### config.mk
export PLATFORM = sky130hd
export DESIGN_NAME = l2_mem_arbiter_flat
export DESIGN_NICKNAME = d
export VERILOG_FILES = /design/src/rtl/l2_mem_arbiter_if.sv /design/src/rtl/l2_mem_arbiter.sv /design/src/flat_wrapper.sv
export SDC_FILE = /design/constraint.sdc
export NUM_CORES = 1
export LEC_CHECK = 0
export CAP_MARGIN = 40
export CORE_AREA = 5 5 284 286
export CTS_CLUSTER_SIZE = 10
export DETAILED_ROUTE_END_ITERATION = 6
export DIE_AREA = 0 0 289 291
export MAX_ROUTING_LAYER = met4
export PLACE_DENSITY_LB_ADDON = 0.2
export SYNTH_ARGS = -nofsm -noshare
export SYNTH_HDL_FRONTEND = slang
export SYNTH_SLANG_ARGS = --single-unit
### constraint.sdc
create_clock -name clk -period 1.72 [get_ports clk]
set_clock_uncertainty 0.05 [all_clocks]
set_input_delay 0.172 -clock clk [delete_from_list [all_inputs] [get_ports clk]]
set_output_delay 0.172 -clock clk [all_outputs]
set_load 0.1 [all_outputs]
### src/rtl/l2_mem_arbiter_if.sv
// Purpose: bundle of the two L2 miss/writeback ports and the shared off-chip memory port.
// Ports: i_* = L2-I line-fill side, d_* = L2-D fill/writeback side, mem_* = memory side.
// slave modport = arbiter view; master modport = surrounding caches + memory view.
interface l2_mem_arbiter_if #(
  parameter int ADDR_W = 28,
  parameter int DATA_W = 128
);
  // L2-I side
  logic              i_mem_read;
  logic [ADDR_W-1:0] i_mem_addr;
  logic [DATA_W-1:0] i_mem_rdata;
  logic              i_mem_ready;
  // L2-D side
  logic              d_mem_read;
  logic              d_mem_write;
  logic [ADDR_W-1:0] d_mem_addr;
  logic [DATA_W-1:0] d_mem_wdata;
  logic [DATA_W-1:0] d_mem_rdata;
  logic              d_mem_ready;
  // memory side
  logic              mem_read;
  logic              mem_write;
  logic [ADDR_W-1:0] mem_addr;
  logic [DATA_W-1:0] mem_wdata;
  logic [DATA_W-1:0] mem_rdata;
  logic              mem_ready;

  modport slave (
    input  i_mem_read, i_mem_addr,
    input  d_mem_read, d_mem_write, d_mem_addr, d_mem_wdata,
    input  mem_rdata, mem_ready,
    output i_mem_rdata, i_mem_ready,
    output d_mem_rdata, d_mem_ready,
    output mem_read, mem_write, mem_addr, mem_wdata
  );

  modport master (
    output i_mem_read, i_mem_addr,
    output d_mem_read, d_mem_write, d_mem_addr, d_mem_wdata,
    output mem_rdata, mem_ready,
    input  i_mem_rdata, i_mem_ready,
    input  d_mem_rdata, d_mem_ready,
    input  mem_read, mem_write, mem_addr, mem_wdata
  );
endinterface

### src/rtl/l2_mem_arbiter.sv
// Purpose: round-robin share of one 128-bit memory port between L2-I (read) and L2-D (read/write).
// Latency: request -> memory strobe 1 cycle; mem_ready forwarded combinationally; 1 DONE cycle after.
// Backpressure: requesters hold strobes until their ready pulse; memory strobes held until mem_ready.
// Ports: clk, proc_reset_n (async, active-low), bus (l2_mem_arbiter_if.slave, all data/handshake).
module l2_mem_arbiter #(
  parameter int ADDR_W = 28,
  parameter int DATA_W = 128
) (
  input  logic             clk,
  input  logic             proc_reset_n,
  l2_mem_arbiter_if.slave  bus
);

  typedef enum logic [1:0] {
    IDLE   = 2'd0,
    BUSY_I = 2'd1,
    BUSY_D = 2'd2,
    DONE   = 2'd3
  } state_t;

  state_t            state_q,   state_d;
  logic              last_d_q,  last_d_d;   // 1 = D side was granted most recently
  logic              op_wr_q,   op_wr_d;
  logic [ADDR_W-1:0] addr_q,    addr_d;
  logic [DATA_W-1:0] wdata_q,   wdata_d;
  logic [DATA_W-1:0] rdata_q,   rdata_d;

  logic              req_i;
  logic              req_d;
  logic              busy;
  logic              fwd_rdata;
  logic [DATA_W-1:0] line;

  assign req_i = bus.i_mem_read;
  assign req_d = bus.d_mem_read | bus.d_mem_write;
  assign busy  = (state_q == BUSY_I) || (state_q == BUSY_D);

  always_ff @(posedge clk or negedge proc_reset_n) begin
    if (!proc_reset_n) begin
      state_q  <= IDLE;
      last_d_q <= 1'b1;   // pretend D went last so I wins the first tie
      op_wr_q  <= 1'b0;
      addr_q   <= '0;
      wdata_q  <= '0;
      rdata_q  <= '0;
    end else begin
      state_q  <= state_d;
      last_d_q <= last_d_d;
      op_wr_q  <= op_wr_d;
      addr_q   <= addr_d;
      wdata_q  <= wdata_d;
      rdata_q  <= rdata_d;
    end
  end

  always_comb begin
    state_d         = state_q;
    last_d_d        = last_d_q;
    op_wr_d         = op_wr_q;
    addr_d          = addr_q;
    wdata_d         = wdata_q;
    rdata_d         = rdata_q;
    bus.mem_read    = 1'b0;
    bus.mem_write   = 1'b0;
    bus.mem_addr    = '0;
    bus.mem_wdata   = '0;
    bus.i_mem_ready = 1'b0;
    bus.d_mem_ready = 1'b0;

    case (state_q)
      IDLE: begin
        // I wins when alone, or on a tie when D had the previous grant.
        if (req_i && (!req_d || last_d_q)) begin
          state_d  = BUSY_I;
          last_d_d = 1'b0;
          op_wr_d  = 1'b0;
          addr_d   = bus.i_mem_addr;
          wdata_d  = '0;
        end else if (req_d) begin
          state_d  = BUSY_D;
          last_d_d = 1'b1;
          op_wr_d  = bus.d_mem_write;   // write takes precedence over read
          addr_d   = bus.d_mem_addr;
          wdata_d  = bus.d_mem_wdata;
        end
      end

      BUSY_I, BUSY_D: begin
        bus.mem_read  = ~op_wr_q;
        bus.mem_write = op_wr_q;
        bus.mem_addr  = addr_q;
        bus.mem_wdata = wdata_q;
        if (bus.mem_ready) begin
          bus.i_mem_ready = (state_q == BUSY_I);
          bus.d_mem_ready = (state_q == BUSY_D);
          rdata_d         = bus.mem_rdata;
          state_d         = DONE;
        end
      end

      // The completing cache still shows its strobe here; swallow it.
      DONE:    state_d = IDLE;
      default: state_d = IDLE;
    endcase
  end

  // Caches sample rdata one cycle after ready, so the line is passed through
  // on the ready cycle and then held in rdata_q for the last-granted side.
  assign fwd_rdata = busy && bus.mem_ready;
  assign line      = fwd_rdata ? bus.mem_rdata : rdata_q;

  always_comb begin
    bus.i_mem_rdata = last_d_q ? '0   : line;
    bus.d_mem_rdata = last_d_q ? line : '0;
  end

endmodule

### src/flat_wrapper.sv
// flat-port wrapper written by rule: the top's interface ports become plain ports
module l2_mem_arbiter_flat 
#(
  parameter int ADDR_W = 28,
  parameter int DATA_W = 128
)
  (clk, proc_reset_n, bus_i_mem_read, bus_i_mem_addr, bus_d_mem_read, bus_d_mem_write, bus_d_mem_addr, bus_d_mem_wdata, bus_mem_rdata, bus_mem_ready, bus_i_mem_rdata, bus_i_mem_ready, bus_d_mem_rdata, bus_d_mem_ready, bus_mem_read, bus_mem_write, bus_mem_addr, bus_mem_wdata);
  l2_mem_arbiter_if #(.ADDR_W(ADDR_W), .DATA_W(DATA_W)) bus_i ();
  input  logic clk;
  input  logic proc_reset_n;
  input wire logic [$bits(bus_i.i_mem_read)-1:0] bus_i_mem_read;
  input wire logic [$bits(bus_i.i_mem_addr)-1:0] bus_i_mem_addr;
  input wire logic [$bits(bus_i.d_mem_read)-1:0] bus_d_mem_read;
  input wire logic [$bits(bus_i.d_mem_write)-1:0] bus_d_mem_write;
  input wire logic [$bits(bus_i.d_mem_addr)-1:0] bus_d_mem_addr;
  input wire logic [$bits(bus_i.d_mem_wdata)-1:0] bus_d_mem_wdata;
  input wire logic [$bits(bus_i.mem_rdata)-1:0] bus_mem_rdata;
  input wire logic [$bits(bus_i.mem_ready)-1:0] bus_mem_ready;
  output wire logic [$bits(bus_i.i_mem_rdata)-1:0] bus_i_mem_rdata;
  output wire logic [$bits(bus_i.i_mem_ready)-1:0] bus_i_mem_ready;
  output wire logic [$bits(bus_i.d_mem_rdata)-1:0] bus_d_mem_rdata;
  output wire logic [$bits(bus_i.d_mem_ready)-1:0] bus_d_mem_ready;
  output wire logic [$bits(bus_i.mem_read)-1:0] bus_mem_read;
  output wire logic [$bits(bus_i.mem_write)-1:0] bus_mem_write;
  output wire logic [$bits(bus_i.mem_addr)-1:0] bus_mem_addr;
  output wire logic [$bits(bus_i.mem_wdata)-1:0] bus_mem_wdata;
  assign bus_i.i_mem_read = bus_i_mem_read;
  assign bus_i.i_mem_addr = bus_i_mem_addr;
  assign bus_i.d_mem_read = bus_d_mem_read;
  assign bus_i.d_mem_write = bus_d_mem_write;
  assign bus_i.d_mem_addr = bus_d_mem_addr;
  assign bus_i.d_mem_wdata = bus_d_mem_wdata;
  assign bus_i.mem_rdata = bus_mem_rdata;
  assign bus_i.mem_ready = bus_mem_ready;
  assign bus_i_mem_rdata = bus_i.i_mem_rdata;
  assign bus_i_mem_ready = bus_i.i_mem_ready;
  assign bus_d_mem_rdata = bus_i.d_mem_rdata;
  assign bus_d_mem_ready = bus_i.d_mem_ready;
  assign bus_mem_read = bus_i.mem_read;
  assign bus_mem_write = bus_i.mem_write;
  assign bus_mem_addr = bus_i.mem_addr;
  assign bus_mem_wdata = bus_i.mem_wdata;
  l2_mem_arbiter #(.ADDR_W(ADDR_W), .DATA_W(DATA_W)) u_core (.clk(clk), .proc_reset_n(proc_reset_n), .bus(bus_i));
endmodule
==> summary.txt <==
Outcome
  • Outcome: complete, but fails checks
  • Violated checks: negative setup slack

Die
  • Die Outline Area: 84100 µm²
  • Row count: ~100
  • Initial cell density of the core: 17.5%
  • Die width: just under 300 µm
  • # IOs: 734
  • Core region area: 78100 µm²
  • Die H: slightly below 300 µm

Drt
  • Starting DRC count in detailed routing: roughly 370
  • Vias: ~13000
  • DRC violation count after routing: 0
  • Iteration count of the initial detailed-routing pass: 5
  • Routed wire length: 68.4 mm
  • Post-detailed-route count of antenna-violating nets: 0
  • Routed wl met3: 5.44 mm
  • Met2 wire len: 36.8 mm
  • Met1 wire length: 24.7 mm
  • Average detailed-routed wire length per instance: 20.7 µm
  • Via density per instance: 4.02
  • Highest routed metal layer: met4

Yosys
  • Average cell area after synthesis: a little over 10 µm²
  • Seq/Total Area, Yosys: 52.8%
  • Simple-gate area share of the yosys netlist: about 18%
  • Post-Syn Area: 13700 µm²
  • Number of register bits inferred by synthesis: approximately 290
  • Post-synth ARST share: 100%
  • Syn. warnings: 0
  • Complex-gate fraction of the synthesized area: 12.2%
  • Synth Instances: 1334
  • Mapped Nets: 1655
  • Mux share of post-synthesis cell area: 9.53%
  • Synth cell types: 31
  • Post-synthesis adder-cell area fraction: 0.275%
  • Cell types with the largest area share after synthesis: dfrtp_1 (53%), mux2i_1 (9.4%), a22o_1 (8.2%)
  • Count of flip-flops with a built-in enable after synthesis: 0
  • Fraction of post-synthesis cell area in the top cell type by area: 52.6%
  • Main combinational cell family by area after synthesis: simple AND/OR/NAND/NOR gates
  • Cell accounting for the most synthesized area: dfrtp_1
  • Post-Synth XOR/XNOR Area: 0%
  • Primary FF master, synth: dfrtp_1

Setup path
  • Largest stage delay on the critical path: ~0.37 ns
  • Top fanout value on the critical path: 6
  • Critical Path AT: 2.46 ns
  • Worst reg-to-reg setup slack: -0.42 ns
  • Buffering stage count on the worst path with inverters included: 5
  • Reg2reg start: u_core.state_q[1]
  • Crit path capture type: output port
  • Cell chain of the critical path: inv_2, ha_4, buf_12, nand2_8, buf_12, buf_16, mux2i_4, nor2b_4, buf_12
  • CP dominant cell by count: buf_12
  • Worst R2R End: u_core.rdata_q[53]
  • Type of the worst setup path: flip-flop to output port
  • Gate family responsible for the most delay along the worst path: buffers and inverters
  • Standard cell with the maximum stage delay on the critical path: dfrtp_1
  • Element type at the critical path start: flip-flop
  • CP Depth: 9
  • Number of cells traversed by the worst register-to-register path: 11
  • Critical path required time: 1.50 ns

STA
  • Final setup TNS: -356.50 ns
  • Final number of setup-violating endpoints: 545
  • Fin worst setup slack: -0.959 ns
  • Count of pins over their slew limit: 0
  • Max_slew headroom: 59.5%
  • Slew at the pin closest to its max-slew limit: 0.606 ns
  • Worst hold slack: approximately 0.10 ns
  • Count of endpoints failing hold in the final timing report: 0
  • Crit share post-route: 156%
  • Highest clock frequency the design can meet: 0.373 GHz
  • Final worst path period need: around 2.7 ns
  • Setup repair after global routing missed its margin: true

GRT
  • Congestion Overflow GR: 0
  • Pin count of the biggest net entering global routing: ~50
  • Antenna violations before repair: 11
  • Via count of the first global-routing pass: 14167
  • First-pass GRT wire length: 95.7 mm
  • Aggregate global-route resource usage: 15.5%

CTS
  • Number of buffers inserted during clock tree synthesis: 41
  • Maximum buffer depth of the clock tree: 3
  • Clock-pin slew of the registers on the worst-case setup and hold paths: 0.06 ns
  • Worst-Skew Late Latency: 0.56 ns
  • CTS tree: built
  • H-Tree Depth: 2
  • Clk Tree Root Cell: clkbuf_16
  • Total clock sinks: between 200 and 300

Job
  • Max cap viols: 0

Hold path
  • Hold WC Path Type: primary input to async pin

Placed design
  • Half-perimeter wire length after detailed placement: 50.2 mm
  • Placer congestion estimate: 0.802
  • Post-Place Cells: 3145
  • Input/output buffers: about 730

Final layout
  • Final Non-Filler Cells: around 3300
  • Area Growth Syn to Fin: 150%
  • Core occupancy in the finished layout: 43.8%
  • Layout cells sized above 1: between 50% and 60%
  • Post-layout nets: 2538
-- worst register-to-register path, delay by kind of cell (launching register included) --
family	cells	cell delay [ns]
fa+ha+maj	1	0.23
buf+inv	8	0.90
simple gates	1	0.09
flops	1	0.40
mux	1	0.36
-- kinds of logic (layout without fill, tap and decap cells) --
family / count (synthesis) / after routing
muxes: 130 / 130
and+or+nand+nor: 449 / 450
DFF: 288 / 288
AOI/OAI and AO/OA: 222 / 222
adders and majority gates: 3 / 3
other: 0 / 11
buffers and inverters: 242 / 1152
-- synth_stat cells, types with 25 or more instances --
cell type	count
a21oi_1	28
a22o_1	128
a31oi_1	30
and2_1	158
buf_4	25
clkbuf_1	59
dfrtp_1	287
inv_1	133
mux2i_1	129
nor2_1	158
nor2b_1	130
o21ai_0	26
-- per-stage QoR --
step                setup WS, ns  instance area (µm²)
floorplan                 -0.654                17600
global placement          -0.473                31200
detailed placement        -0.480                31200
CTS                        -1.03                33200
global route               -1.07                34200
finish                    -0.959                34200
-- final cells by class --
cell class | count | area (µm²)
diodes | 11 | 27.5
clock buffers | 60 | 1220
clock inverters | 11 | 165
fillers | 7109 | 43900
inverters | 133 | 499
multi-input cells | 805 | 9360
flip-flops and latches | 288 | 7210
well taps | 1050 | 1310
repair buffers | 948 | 14400
-- placed cells by master (no fill, tap or decap), drive strengths merged, types with 2 or more instances in the layout --
cell type      netlist  final
buf                 48    617
clkinv               0      5
clkdlybuf4s50        0    316
clkinvlp             0      2
o21ai               28     28
mux2i              129    129
clkbuf              61     74
a31oi               30     30
diode                0     11
ha                   3      3
nand2                2      3
nor2b              130    130
a22o               128    128
bufinv               0      3
dfrtp              287    287
a21oi               28     28
and2               158    158
nor2               158    158
inv                133    134
-- sequential cells by signal, indices dropped and copies added (netlist names) --
name / count
u_core.addr_q: 28
u_core.last_d_q: 1
u_core.op_wr_q: 1
u_core.rdata_q: 128
u_core.state_q: 2
u_core.wdata_q: 128
-- worst max path at each step --
stage / start / end / slack [ns]
floorplan: u_core.state_q[1] / bus_d_mem_rdata[107] / -0.65
global placement: bus_mem_ready / bus_d_mem_rdata[53] / -0.47
detailed placement: bus_mem_ready / bus_d_mem_rdata[53] / -0.48
CTS: u_core.state_q[1] / bus_d_mem_rdata[34] / -1.03
global route: u_core.state_q[1] / bus_d_mem_rdata[31] / -1.07
finish: u_core.state_q[1] / bus_d_mem_rdata[34] / -0.96
-- per-layer routing --
layer / vias up / GRT usage, %
li1: 6190 / -
met1: 6562 / 16.5
met2: 446 / 27.6
met3: 80 / 5.14
met4: 0 / 3.79
met5: - / -
-- timing repair --
item | in CTS | in global routing
hold buffers | 1 | 0
setup buffers | 25 | 38
gates cloned | 8 | 18
pin swaps | 6 | 9
resized for setup | 27 | 109
setup endpoints to repair | 551 | 602
hold endpoints to repair | 287 | 0
Power is not shown: default switching activity piles up to over one toggle a cycle in this logic, so the estimate is an artifact.
